### config.mk
export PLATFORM = sky130hd
export DESIGN_NAME = axis_route_queue
export DESIGN_NICKNAME = d
export VERILOG_FILES = /design/src/rtl/axis_route_queue.sv
export SDC_FILE = /design/constraint.sdc
export NUM_CORES = 1
export LEC_CHECK = 0
export ABC_AREA = 1
export CELL_PAD_IN_SITES_DETAIL_PLACEMENT = 0
export CELL_PAD_IN_SITES_GLOBAL_PLACEMENT = 1
export CORE_MARGIN = 2
export CORE_UTILIZATION = 48
export CTS_BUF_LIST = sky130_fd_sc_hd__clkbuf_4 sky130_fd_sc_hd__clkbuf_8
export DETAILED_ROUTE_END_ITERATION = 10
export DONT_BUFFER_PORTS = 1
export GPL_TIMING_DRIVEN = 0
export PLACE_DENSITY = 0.79
export SLEW_MARGIN = 10
export SYNTH_ARGS = -nofsm -noshare
export SYNTH_HDL_FRONTEND = slang
export SYNTH_SLANG_ARGS = --single-unit
### constraint.sdc
create_clock -name clk -period 2.65 [get_ports clk]
set_input_delay 0.1325 -clock clk [delete_from_list [all_inputs] [get_ports clk]]
set_output_delay 0.1325 -clock clk [all_outputs]
set_load 0.005 [all_outputs]
### src/rtl/axis_route_queue.sv
// Per-input ingress stage: buffers one AXI-Stream input in a small FIFO and
// holds an XY route (one-hot selector) for the packet at the head until its TLAST leaves.
module axis_route_queue #(
    parameter int unsigned DATA_WIDTH         = 32,
    parameter int unsigned DEST_WIDTH         = 4,
    parameter int unsigned CHANNEL_NUMBER_OUT = 5,
    parameter int unsigned DEPTH              = 4,
    parameter logic [DEST_WIDTH/2-1:0] ROUTER_X = '0,
    parameter logic [DEST_WIDTH/2-1:0] ROUTER_Y = '0
) (
    input  logic                          clk,
    input  logic                          rst,
    input  logic [DATA_WIDTH-1:0]         in_tdata_i,
    input  logic                          in_tvalid_i,
    output logic                          in_tready_o,
    input  logic                          in_tlast_i,
    input  logic [DEST_WIDTH-1:0]         in_tdest_i,
    output logic [DATA_WIDTH-1:0]         out_tdata_o,
    output logic                          out_tvalid_o,
    input  logic                          out_tready_i,
    output logic                          out_tlast_o,
    output logic [DEST_WIDTH-1:0]         out_tdest_o,
    output logic [CHANNEL_NUMBER_OUT-1:0] selector_o
);

    localparam int unsigned HALF    = DEST_WIDTH / 2;
    localparam int unsigned PTR_W   = $clog2(DEPTH);
    localparam int unsigned CNT_W   = $clog2(DEPTH + 1);
    localparam int unsigned ENTRY_W = DATA_WIDTH + 1 + DEST_WIDTH;

    typedef enum logic {S_HEAD, S_ROUTED} state_t;

    state_t                          state_q, state_d;
    logic [CHANNEL_NUMBER_OUT-1:0]   selector_q, selector_d;
    logic [PTR_W-1:0]                wr_ptr_q, rd_ptr_q;
    logic [CNT_W-1:0]                count_q;
    logic [ENTRY_W-1:0]              mem_q [DEPTH];

    logic                  wr_en, rd_en, empty;
    logic [ENTRY_W-1:0]    head;
    logic                  head_last;
    logic [DEST_WIDTH-1:0] head_dest;

    // X is resolved before Y; unsigned compares against this router's coordinates.
    function automatic logic [CHANNEL_NUMBER_OUT-1:0] route(input logic [DEST_WIDTH-1:0] dest);
        logic [HALF-1:0] dx, dy;
        route = '0;
        dx    = dest[HALF-1:0];
        dy    = dest[DEST_WIDTH-1:HALF];
        if (dx > ROUTER_X)      route[2] = 1'b1;
        else if (dx < ROUTER_X) route[4] = 1'b1;
        else if (dy < ROUTER_Y) route[1] = 1'b1;
        else if (dy > ROUTER_Y) route[3] = 1'b1;
        else                    route[0] = 1'b1;
    endfunction

    assign empty       = (count_q == '0);
    assign in_tready_o = !rst && (count_q < CNT_W'(DEPTH));
    assign wr_en       = in_tvalid_i && in_tready_o;
    assign rd_en       = out_tvalid_o && out_tready_i;
    assign head        = mem_q[rd_ptr_q];
    assign head_dest   = head[DEST_WIDTH-1:0];
    assign head_last   = head[DEST_WIDTH];
    assign selector_o  = selector_q;

    always_ff @(posedge clk) begin
        if (wr_en) mem_q[wr_ptr_q] <= {in_tdata_i, in_tlast_i, in_tdest_i};
    end

    always_ff @(posedge clk) begin
        if (rst) begin
            state_q    <= S_HEAD;
            selector_q <= '0;
            wr_ptr_q   <= '0;
            rd_ptr_q   <= '0;
            count_q    <= '0;
        end else begin
            state_q    <= state_d;
            selector_q <= selector_d;
            if (wr_en) wr_ptr_q <= wr_ptr_q + PTR_W'(1);
            if (rd_en) rd_ptr_q <= rd_ptr_q + PTR_W'(1);
            if (wr_en && !rd_en)      count_q <= count_q + CNT_W'(1);
            else if (rd_en && !wr_en) count_q <= count_q - CNT_W'(1);
        end
    end

    always_comb begin
        state_d    = state_q;
        selector_d = selector_q;
        unique case (state_q)
            S_HEAD: begin
                if (!empty) begin
                    state_d    = S_ROUTED;
                    selector_d = route(head_dest);
                end
            end
            S_ROUTED: begin
                if (rd_en && head_last) begin
                    state_d    = S_HEAD;
                    selector_d = '0;
                end
            end
            default: begin
                state_d    = S_HEAD;
                selector_d = '0;
            end
        endcase
    end

    always_comb begin
        out_tvalid_o = (state_q == S_ROUTED) && !empty;
        out_tdata_o  = head[ENTRY_W-1:DEST_WIDTH+1];
        out_tlast_o  = head_last;
        out_tdest_o  = head_dest;
    end

endmodule

==> summary.md, run 1 <==
| Metric | Value |
|---|---|
| Outcome | `completed` |
| CTS H-tree lvls | `4` |
| Finished layout cell area | `approximately 0.0073 mm^2` |
| Root Buffer | `clkbuf_8` |
| Vias | `roughly 3.8k` |
| I/O Pins | `85` |
| Hold Path Class | `in -> reg` |
| CTS tree | `built` |
| Pwr/cell area | `753.8 mW/mm^2` |
| CP max stage delay | `around 0.45 ns` |
| Initial drt markers | `276` |
| Residual DRC | `0` |
| Placed Cells incl. Taps | `around 650` |
| CP cell instances | `buf_6, inv_2, buf_2, clkbuf_1, o21ai_0, o22ai_1` |
| Netlist Area Pre-Place | `0.006207 mm^2` |
| GRT overflow | `0` |
| Setup Skew | `0.01132 ns` |
| Drt first pass iters | `5` |
| CP Max Fanout | `10` |
| Clock share of power | `34.2%` |
| Critical path class | `reg -> out` |
| Sequential fraction of the synthesis area | `around three quarters` |
| Fmax | `~450 MHz` |
| Clock Pin Slew Worst Setup and Hold Paths | `0.08 ns` |
| Worst IR Drop VDD | `between 400 and 500 uV` |
| Initial core utilization | `49.19%` |
| Die Area | `0.01386 mm^2` |
| NetSw | `1.384 mW` |
| Clock sink total | `161` |
| Switching Fraction | `24.99%` |
| Critical Path End Type | `output port` |
| GRT Overall Usage | `just under 20%` |
| RSZ-0062 raised after global routing | `false` |
| Multi-input logic area | `0.001309 mm^2` |
| Max-cap violations | `0` |
| Power Total | `5.539 mW` |
| Leakage | `approximately 2.6 nW` |
| Synth Instances | `around 470` |
| Reg power frac | `53.4%` |
| Core Rows | `between 40 and 50` |
| DP HPWL | `7958 um` |
| Initial antenna violation count | `0` |
| Syn_area_per_cell | `between 10 and 15 um^2` |
| WL/cell | `18.01 um` |
| Post-layout min period | `2.228 ns` |
| Nets | `578` |
| Yosys cell types | `22` |
| Ant diodes | `0` |
| Synth area leaders | `edfxtp_1 72%, o21ai_0 5.6%, nor2_1 4.6%, dfxtp_1 4.2%, o22ai_1 3.2%` |
| Clock tree buffer depth | `2` |
| Period utilization | `between 80% and 90%` |
| Core area | `0.01262 mm^2` |
| YS warnings | `0` |
| Cts bufs inserted | `17` |
| Req. time, crit path | `2.52 ns` |
| Setup bufs post-CTS | `0` |
| Largest net degree at the start of global routing | `25` |
| Endpoints failing hold | `0` |
| Post-Place Cell Area | `about 0.0065 mm^2` |
| Vias per cell | `5.288` |
| Slew Limit Fails | `0` |
| Resized cells post-CTS | `0` |
| Post-route insts no fill | `approximately 700` |
| Arrival @ worst endpoint | `2.10 ns` |
| Fill cells | `1027` |
| Yosys top cell area share | `71.60%` |
| First-pass GRT wire length | `19730 um` |
| Gate power share | `12.4%` |
| Die Wd | `between 100 and 150 um` |
| Slew @ Worst Pin | `about 0.82 ns` |
| Vias in the first global route | `roughly 3.7k` |
| CP max stage cell | `clkbuf_1` |
| Power Internal | `4.155 mW` |
| Register area | `roughly 0.0047 mm^2` |
| Routed Antenna Nets | `0` |
| Seq cells post-synth | `161` |
| Layout cell share with drive strength beyond 1 | `12.32%` |
| Routability cong. | `0.7320` |
| IO buf count | `0` |
| Synth area leader | `edfxtp_1` |
| Wirelength, routed | `roughly 13000 um` |
| Area Growth Syn to Fin | `18.38%` |
| Die height | `117.7 um` |
| Clk_lat worst skew | `~0.45 ns` |
| Setup TNS | `0 ns` |
| Startpoint types | `register` |
| Final setup fails | `0` |
| Slew HR | `45.13%` |
-- sequential cells by signal, summed over array words and instances (netlist names), named ones only --
signal	flops
state_q	1
selector_o	3
count_q	3
mem_q	148
rd_ptr_q	2
wr_ptr_q	2
-- final cells by class --
class | instances | share of cell area, %
Sequential cell | 161 | 64.02
Timing Repair Buffer | 42 | 6.368
Clock inverter | 15 | 2.588
Clock buffer | 17 | 3.184
Multi-Input combinational cell | 258 | 17.81
Inverter | 25 | 1.277
Buffer | 26 | 1.822
Tap cell | 172 | 2.929
-- power by group through the flow --
stage	combinational (mW)	clock, mW	sequential [mW]
after floorplan	0.442	0	3.01
after global placement	0.588	0	3.02
after detailed placement	0.627	0	3.02
after CTS	0.698	1.91	2.96
after global routing	0.770	2.04	2.97
final	0.687	1.89	2.96
-- stage by stage --
step | utilization (%) | hold slack (ns) | setup slack (ns)
final | 58.23 | 0.07246 | 0.4218
after global routing | 58.23 | 0.1014 | 0.2640
after CTS | 58.23 | 0.04729 | 0.3912
after detailed placement | 51.85 | 0.1972 | 0.4718
after global placement | 50.92 | 0.1965 | -1.358
after floorplan | - | 0.1949 | -0.01618
-- synthesized netlist by cell type (all sizes together) --
| master | instances |
|---|---|
| edfxtp | 148 |
| nor2 | 78 |
| o21ai | 70 |
| nand2 | 42 |
| o22ai | 32 |
| inv | 25 |
| nand3 | 16 |
| buf | 15 |
| dfxtp | 13 |
| clkbuf | 11 |
| a21oi | 10 |
| ha | 5 |
| xor2 | 2 |
| conb | 1 |
| fa | 1 |
-- placed cells by master, fill, tap and decap left out, types with 3 or more instances in the layout --
cell / instances
clkinv_1: 3
nand2_1: 35
clkinv_4: 4
clkinv_2: 3
nor2_1: 72
buf_2: 11
dfxtp_1: 13
bufinv_16: 4
clkbuf_1: 11
o22ai_1: 32
a21oi_1: 8
nand3_1: 14
buf_12: 3
nor2_4: 4
ha_1: 5
dlygate4sd3_1: 38
edfxtp_1: 148
o21ai_0: 70
clkbuf_8: 17
nand2_2: 7
inv_1: 23
-- final timing paths --
kind | from | endpoint | slack [ns] | cells after the start
setup / recovery | register | out_tdata_o[22] | 0.42 | 6
hold / removal | out_tready_i | register | 0.07 | 3
setup reg to reg | count_q[2] | count_q[2] | 0.51 | 10
hold reg to reg | selector_o[2] | selector_o[2] | 0.49 | 2
-- critical path, delay by kind of cell, from the launching register on --
family / cells / cell delay (ns)
flops: 1 / 0.35
buf+inv: 4 / 0.88
compound gates: 2 / 0.42
-- per-layer routing --
metal	global-route usage, %	wire length, um
met5	0	0
met1	22.84	5244
met4	7.982	217
met3	6.153	769
met2	32.52	6666
-- cell families (layout without fill, tap and decap cells) --
family / count (synthesis) / count (layout) / share of synthesized area (%)
AOI/OAI and AO/OA: 112 / 112 / 9.797
xor gates and xnor gates: 2 / 2 / 0.2823
adders and majority gates: 6 / 6 / 1.330
buffers and inverters: 51 / 125 / 3.668
DFF: 161 / 161 / 75.79
other: 1 / 2 / 0.06041
and+or+nand+nor: 136 / 136 / 9.071
-- what timing repair did --
action	4_1_cts	5_1_grt
endpoints found under the setup margin	0	0
hold buffers	38	0
hold endpoints to repair	160	0
Power figures use the tool's default switching activity.
==> run 2, diff against run 1 <==
ABC_AREA = 0   (was 1)
CORE_UTILIZATION = 57   (was 48)
PLACE_DENSITY = 0.83   (was 0.79)
clock period = 2.1 ns   (was 2.65 ns; I/O delays follow)
==> run 2 against run 1 <==
Compared with the run above:
- final area decreased by 3.1%
- power increased by 22%
- combinational power increased by 6.1%
- synthesized area decreased by 3.3%
- critical path type is now reg -> reg
- final cell count decreased by 33%
- global-route usage decreased by 0.15 points
- register-to-register slack got worse by 0.43 ns
- sequential power increased by 27%
- critical endpoint is now count_q[2]
- via count decreased by 29%
- sequential share of layout area increased by 2.1 points
==> summary.md, run 2 <==
| Metric | Value |
|---|---|
| Worst IR Drop VDD | `690.5 uV (+42%)` |
| Die Area | `0.01136 mm^2 (-18%)` |
| Outcome | `completed` |
| Post-layout min period | `2.018 ns` |
| Synth area leaders | `edfxtp_1 74%, mux4_2 14%, dfxtp_1 4.3%, ha_1 1.0%, and2_1 0.52%` |
| Clock tree buffer depth | `2 (unchanged)` |
| Top reg by flops | `mem_q` |
| Slew Limit Fails | `0 (unchanged)` |
| Core Rows | `37 (-9.8%)` |
| Cts bufs inserted | `17 (unchanged)` |
| Initial antenna violation count | `0 (unchanged)` |
| CTS tree | `built` |
| Root Buffer | `clkbuf_8` |
| Leakage | `2.249 nW (-12%)` |
| Drt first pass iters | `4 (-1)` |
| Commonest cells after routing, fill and taps aside | `148 x edfxtp_1, 39 x dlygate4sd3_1, 37 x mux4_2, 17 x clkbuf_8, 11 x dfxtp_1` |
| Synth area leader | `edfxtp_1` |
| Syn_area_per_cell | `22.39 um^2 (+69%)` |
| GR met1 Demand/Resource | `22.14% (-0.69 points)` |
| RSZ-0062 raised after global routing | `false` |
| Synth Instances | `268 (-43%)` |
| Pwr/cell area | `948.5 mW/mm^2 (+26%)` |
| Fill cells | `674 (-34%)` |
| Vias per cell | `5.622 (+6.3%)` |
| Most common cell after layout, fill and taps aside | `edfxtp_1` |
| Clk_lat worst skew | `0.44 ns (about the same)` |
| IO buf count | `0 (unchanged)` |
| First-pass GRT wire length | `15240 um (-23%)` |
| Yosys top cell area share | `74.08% (+2.5 points)` |
| Nets | `379 (-34%)` |
| Endpoints failing hold | `0 (unchanged)` |
| CTS H-tree lvls | `4 (unchanged)` |
| Met3 Usage GRT | `8.267% (+2.1 points)` |
| Req. time, crit path | `2.47 ns (-0.05 ns)` |
| Layout cell share with drive strength beyond 1 | `27.54% (+15 points)` |
| Simple-Gate Fraction of Synth Area | `2.294% (-6.8 points)` |
| Sequential fraction of the synthesis area | `78.42% (+2.6 points)` |
| Seq cells post-synth | `161 (unchanged)` |
| GRT Overall Usage | `19.11% (-0.15 points)` |
| CP max stage cell | `o311a_4` |
| Complex-gate fraction of the synthesized area | `1.919% (-7.9 points)` |
| Hold Slack | `0.04197 ns (-0.03049 ns)` |
| Die height | `106.6 um (-9.4%)` |
| PnR worst setup slack | `0.08223 ns (-0.3396 ns)` |
| Fmax | `495.6 MHz` |
| Yosys cell types | `33 (+50%)` |
| Ant diodes | `0 (unchanged)` |
| Routability cong. | `0.6745 (-7.9%)` |
| Top Usage Layer GRT | `met2` |
| Die Wd | `106.6 um (-9.4%)` |
| Largest net degree at the start of global routing | `22 (-12%)` |
| Arrival @ worst endpoint | `2.39 ns (+0.29 ns)` |
| DP HPWL | `5964 um (-25%)` |
| Critical Path End Type | `register` |
| Post-synth EDFFs | `148 (unchanged)` |
| Xor and xnor fraction of the mapped netlist area | `0.4380% (+0.16 points)` |
| Final setup fails | `0 (unchanged)` |
| Clock Pin Slew Worst Setup and Hold Paths | `0.08 ns (about the same)` |
| Hold Path Class | `in -> reg` |
| Netlist Area Pre-Place | `0.006000 mm^2 (-3.3%)` |
| CP max stage delay | `0.38 ns (-0.07 ns)` |
| I/O Pins | `85 (unchanged)` |
| Synth top cells by count | `148 x edfxtp_1, 37 x mux4_2, 13 x dfxtp_1` |
| Dominant cell by count in the synthesized netlist | `edfxtp_1` |
| Core area | `0.01028 mm^2 (-19%)` |
| Max reg flops | `148 (unchanged)` |
| Initial core utilization | `58.38% (+9.2 points)` |
| Top_reg_cell synth | `edfxtp_1` |
| Critical path class | `reg -> reg` |
| Met2 GRT Util | `31.35% (-1.2 points)` |
| Wirelength, routed | `9693 um (-25%)` |
| Fraction of registers with async set/reset | `0% (unchanged)` |
| Multiplexer share of the synthesized area | `14.06% (+14 points)` |
| Max-cap violations | `0 (unchanged)` |
| WL/cell | `20.15 um (+12%)` |
| Initial drt markers | `128 (-54%)` |
| Pre-CTS setup slack | `-0.08987 ns (-0.5617 ns)` |
| Area Growth Syn to Fin | `18.67%` |
| YS warnings | `0 (unchanged)` |
| Largest family of logic cells by synthesized area | `multiplexers` |
| CP cell instances | `o311a_4, inv_2, ha_2, inv_1, fa_2, xor2_1, or3_1, a21oi_2` |
| Startpoint types | `register` |
| Residual DRC | `0 (unchanged)` |
| Routed Antenna Nets | `0 (unchanged)` |
| Clock sink total | `161 (unchanged)` |
| Vias in the first global route | `2927 (-21%)` |
| Adder-Cell Fraction of Synth Area | `1.376% (+0.046 points)` |
| Slew @ Worst Pin | `0.5510 ns (-0.2701 ns)` |
| CP Max Fanout | `5 (-5)` |
| Period utilization | `between 90% and 100%` |
| GRT overflow | `0 (unchanged)` |
| Setup Skew | `0.01163 ns (+0.0003139 ns)` |
| Vias | `2704 (-29%)` |
| Slew HR | `63.27% (+18 points)` |
[run 2: repair_timing]
item,in CTS,in global routing
hold endpoints to repair,154,0
hold buffers,39,0
pin swaps,1,3
gates resized for setup,7,8
setup endpoints to repair,31,31
setup buffers,1,1
[run 2: cell type report]
class	instances	area, um^2	area share (%)
flip-flops and latches	161	4710	66.15
repair buffers	45	493.0	6.924
plain buffers	10	67.56	0.9490
inverters	7	26.28	0.3691
clock inverters	13	160.2	2.250
multi-input cells	90	1244	17.47
clock buffers	19	249.0	3.497
well taps	136	170.2	2.390
[run 2: cells by family after synthesis]
| kind of cell | count (synthesis) |
|---|---|
| flops | 161 |
| mux | 38 |
| simple gates | 25 |
| buf+inv | 18 |
| compound gates | 16 |
| fa+ha+maj | 6 |
| xor+xnor | 3 |
| other cells | 1 |
[run 2: path summary, 6_finish.rpt]
check	start	depth (start not counted)	slack [ns]	endpoint
worst max-delay path	count_q[1]	8	0.08	count_q[2]
worst min-delay path	out_tready_i	4	0.04	rd_ptr_q[0]
worst max register to register	count_q[1]	8	0.08	count_q[2]
worst min register to register	rd_ptr_q[0]	2	0.49	rd_ptr_q[0]
[run 2: critical path: cells and delay by family (launching register included)]
| kind | cells | cell delay [ns] |
|---|---|---|
| fa+ha+maj | 2 | 0.51 |
| simple gates | 1 | 0.32 |
| xor+xnor | 1 | 0.15 |
| buf+inv | 2 | 0.13 |
| flops | 1 | 0.37 |
| compound gates | 2 | 0.49 |
[run 2: stage by stage]
| stage | instance area (um^2) | total power, mW | setup TNS, ns | util [%] | instances |
|---|---|---|---|---|---|
| 2_1_floorplan | 6003 | 4.288 | 0 | - | 269 |
| 3_3_place_gp | 6173 | 4.421 | -108.97 | 60.07 | 405 |
| 3_5_place_dp | 6266 | 4.449 | -0.08987 | 60.97 | 409 |
| 4_1_cts | 7083 | 6.807 | 0 | 68.92 | 480 |
| 5_1_grt | 7119 | 7.034 | 0 | 69.27 | 481 |
| 6_report | 7119 | 6.752 | 0 | 69.27 | 481 |
[run 2: power by group]
group / internal [mW] / total (mW) / switching, mW
sequential: 3.67 / 3.76 / 0.0820
clock: 1.20 / 2.27 / 1.07
combinational: 0.359 / 0.729 / 0.369
total: 5.23 / 6.75 / 1.52
[run 2: layer usage]
layer  vias up  wire [um]  share of wire (%)
met5         -          0                  0
met4         0        121                1.2
met3        14        604                6.2
met2        73       5044                 52
met1      1383       3923                 40
li1       1234          -                  -
==> run 3, diff against run 2 <==
SETUP_SLACK_MARGIN = 0.4   (was default)
==> run 3 against run 2 <==
Compared with the run above:
- power increased by 6.9%
- critical path depth is the same
- first-iteration DRC count increased by 13%
- via count grew 7.7%
- clock skew up 0.0014 ns
- register-to-register slack improved by 0.07 ns
- clock-buffer cell count decreased by 1
- worst setup slack improved by 0.069 ns
==> summary.md, run 3 (synthesis gave the netlist of run 2 again) <==
| Metric | Value |
|---|---|
| Pwr/cell area | `921.8 mW/mm^2 (-2.8%)` |
| RSZ-0062 raised after global routing | `true` |
| Post-Place Cell Area | `0.006217 mm^2 (-0.78%)` |
| GRT overflow | `0 (unchanged)` |
| Hold Path Sink | `count_q[0]` |
| Placed Cells incl. Taps | `405 (-0.98%)` |
| Slew Limit Fails | `0 (unchanged)` |
| Pre-CTS setup slack | `-0.05191 ns (+0.03796 ns)` |
| CTS H-tree lvls | `4 (unchanged)` |
| Top Usage Layer GRT | `met2` |
| Final Util | `76.16% (+6.9 points)` |
| Finished layout cell area | `0.007828 mm^2 (+9.9%)` |
| I/O Pins | `85 (unchanged)` |
| Outcome | `completed` |
| Cts bufs inserted | `17 (unchanged)` |
| GR met1 Demand/Resource | `29.07% (+6.9 points)` |
| GRT Overall Usage | `21.70% (+2.6 points)` |
| Met2 GRT Util | `35.12% (+3.8 points)` |
| Initial antenna violation count | `0 (unchanged)` |
| Reg2reg setup slack | `0.15 ns (+0.07 ns)` |
| Initial drt markers | `145 (+13%)` |
| Clock sink total | `161 (unchanged)` |
| CTS tree | `built` |
| Met3 Usage GRT | `6.140% (-2.1 points)` |
| Max reg flops | `148 (unchanged)` |
| Max-cap violations | `0 (unchanged)` |
| Clk_lat worst skew | `0.45 ns (about the same)` |
| Critical path class | `reg -> reg` |
| Startpoint types | `register` |
| Hold Path Class | `in -> reg` |
| Clock tree buffer depth | `2 (unchanged)` |
| Reg2reg start | `count_q[2]` |
| Core Rows | `37 (unchanged)` |
| Post-layout min period | `1.949 ns (-0.06901 ns)` |
| Period utilization | `92.80% (-3.3 points)` |
| Setup Skew | `0.01305 ns (+0.001420 ns)` |
| Vias per cell | `5.589 (-0.58%)` |
| Core area | `0.01028 mm^2 (unchanged)` |
| Clock Pin Slew Worst Setup and Hold Paths | `0.09 ns (about the same)` |
| Worst Hold Launch | `rst` |
| Wirelength, routed | `11570 um (+19%)` |
| Req. time, crit path | `2.47 ns (about the same)` |
| Largest net degree at the start of global routing | `20 (-9.1%)` |
| Ant diodes | `0 (unchanged)` |
| CP top delay family | `compound AO/OA/AOI/OAI gates` |
| Endpoints failing hold | `0 (unchanged)` |
| Commonest cells after routing, fill and taps aside | `148 x edfxtp_1, 38 x dlygate4sd3_1, 37 x mux4_2, 20 x clkbuf_8, 19 x buf_12` |
| CP max stage cell | `o311a_4` |
| DP HPWL | `5661 um (-5.1%)` |
| Post-route insts no fill | `521 (+8.3%)` |
| Die Wd | `106.6 um (unchanged)` |
| Die height | `106.6 um (unchanged)` |
| Vias | `2912 (+7.7%)` |
| Area Growth Syn to Fin | `30.47%` |
| Routability cong. | `0.6867 (+1.8%)` |
| R2R depth | `8 (unchanged)` |
| Crit path buf inv count | `2 (unchanged)` |
| Worst IR Drop VDD | `664.1 uV (-3.8%)` |
| Leakage | `2.575 nW (+14%)` |
| Most common cell after layout, fill and taps aside | `edfxtp_1` |
| R2R Path End | `count_q[2]` |
| Routed Antenna Nets | `0 (unchanged)` |
| WL/cell | `22.20 um (+10%)` |
| Layout cell share with drive strength beyond 1 | `36.62% (+9.1 points)` |
| Die Area | `0.01136 mm^2 (unchanged)` |
| CP Max Fanout | `2 (-3)` |
| Drt first pass iters | `4 (unchanged)` |
| Critical Path End Type | `register` |
| Top reg by flops | `mem_q` |
| First-pass GRT wire length | `17510 um (+15%)` |
| Fmax | `513.1 MHz (+3.5%)` |
| PnR worst setup slack | `0.1512 ns (+0.06901 ns)` |
| Vias in the first global route | `3020 (+3.2%)` |
| Power Total | `7.216 mW (+6.9%)` |
| WHS Path Cells | `2 (-2)` |
| IO buf count | `0 (unchanged)` |
| Initial core utilization | `58.38% (unchanged)` |
| Residual DRC | `0 (unchanged)` |
| Root Buffer | `clkbuf_8` |
| Nets | `420 (+11%)` |
| Setup TNS | `0 ns (unchanged)` |
| Arrival @ worst endpoint | `2.32 ns (-0.07 ns)` |
| Hold Slack | `0.02399 ns (-0.01798 ns)` |
| Final setup fails | `0 (unchanged)` |
| Fill cells | `589 (-13%)` |
| CP max stage delay | `0.38 ns (about the same)` |
| CP cell instances | `o311a_4, inv_4, ha_4, inv_2, fa_2, xor2_1, or3_1, a21oi_1` |
[run 3: changes by cell type in the layout (fill, tap and decap cells not counted), sizes merged]
| cell | previous run | this run |
|---|---|---|
| and2 | 5 | 9 |
| bufinv | 3 | 4 |
| clkbuf | 26 | 25 |
| clkinvlp | 4 | 3 |
| buf | 9 | 47 |
| dlygate4sd3 | 39 | 38 |
[run 3: worst max path at each step]
stage               cells after the start  slack (ns)           end  startpoint
floorplan                               8        0.19    count_q[2]  count_q[0]
global placement                        2       -0.03  mem_q[0][25]  count_q[2]
detailed placement                      2       -0.05  mem_q[0][28]  count_q[2]
CTS                                     8        0.17    count_q[2]  count_q[2]
global route                            8        0.08    count_q[2]  count_q[2]
finish                                  8        0.15    count_q[2]  count_q[2]
[run 3: metal layers]
layer,vias up,routed length [um],share of wire (%)
li1,1317,-,-
met1,1495,4782,41
met2,92,5888,51
met3,8,795,6.9
met4,0,99,0.86
met5,-,0,0
[run 3: repair_timing]
action                     in CTS  in global routing
setup endpoints to repair     190                159
hold endpoints to repair      151                  0
gates cloned                    7                  2
setup buffers                  15                 23
hold buffers                   38                  0
resized for setup              47                 11
pin swaps                       9                  4
[run 3: area by class of cell]
class,instances,area (um^2),area share [%]
Sequential cell,161,4717,60.26
Clock buffer,18,241.5,3.085
Clock inverter,13,186.4,2.382
Timing Repair Buffer,81,1042,13.32
Tap cell,136,170.2,2.174
Inverter,7,28.78,0.3676
Multi-Input combinational cell,94,1294,16.53
Buffer,11,147.6,1.886
[run 3: where the power goes]
group	internal [mW]	total (mW)	switching (mW)	leakage (nW)
Clock	1.30	2.40	1.10	0.207
Sequential	3.68	3.75	0.0739	1.45
Combinational	0.593	1.06	0.471	0.917
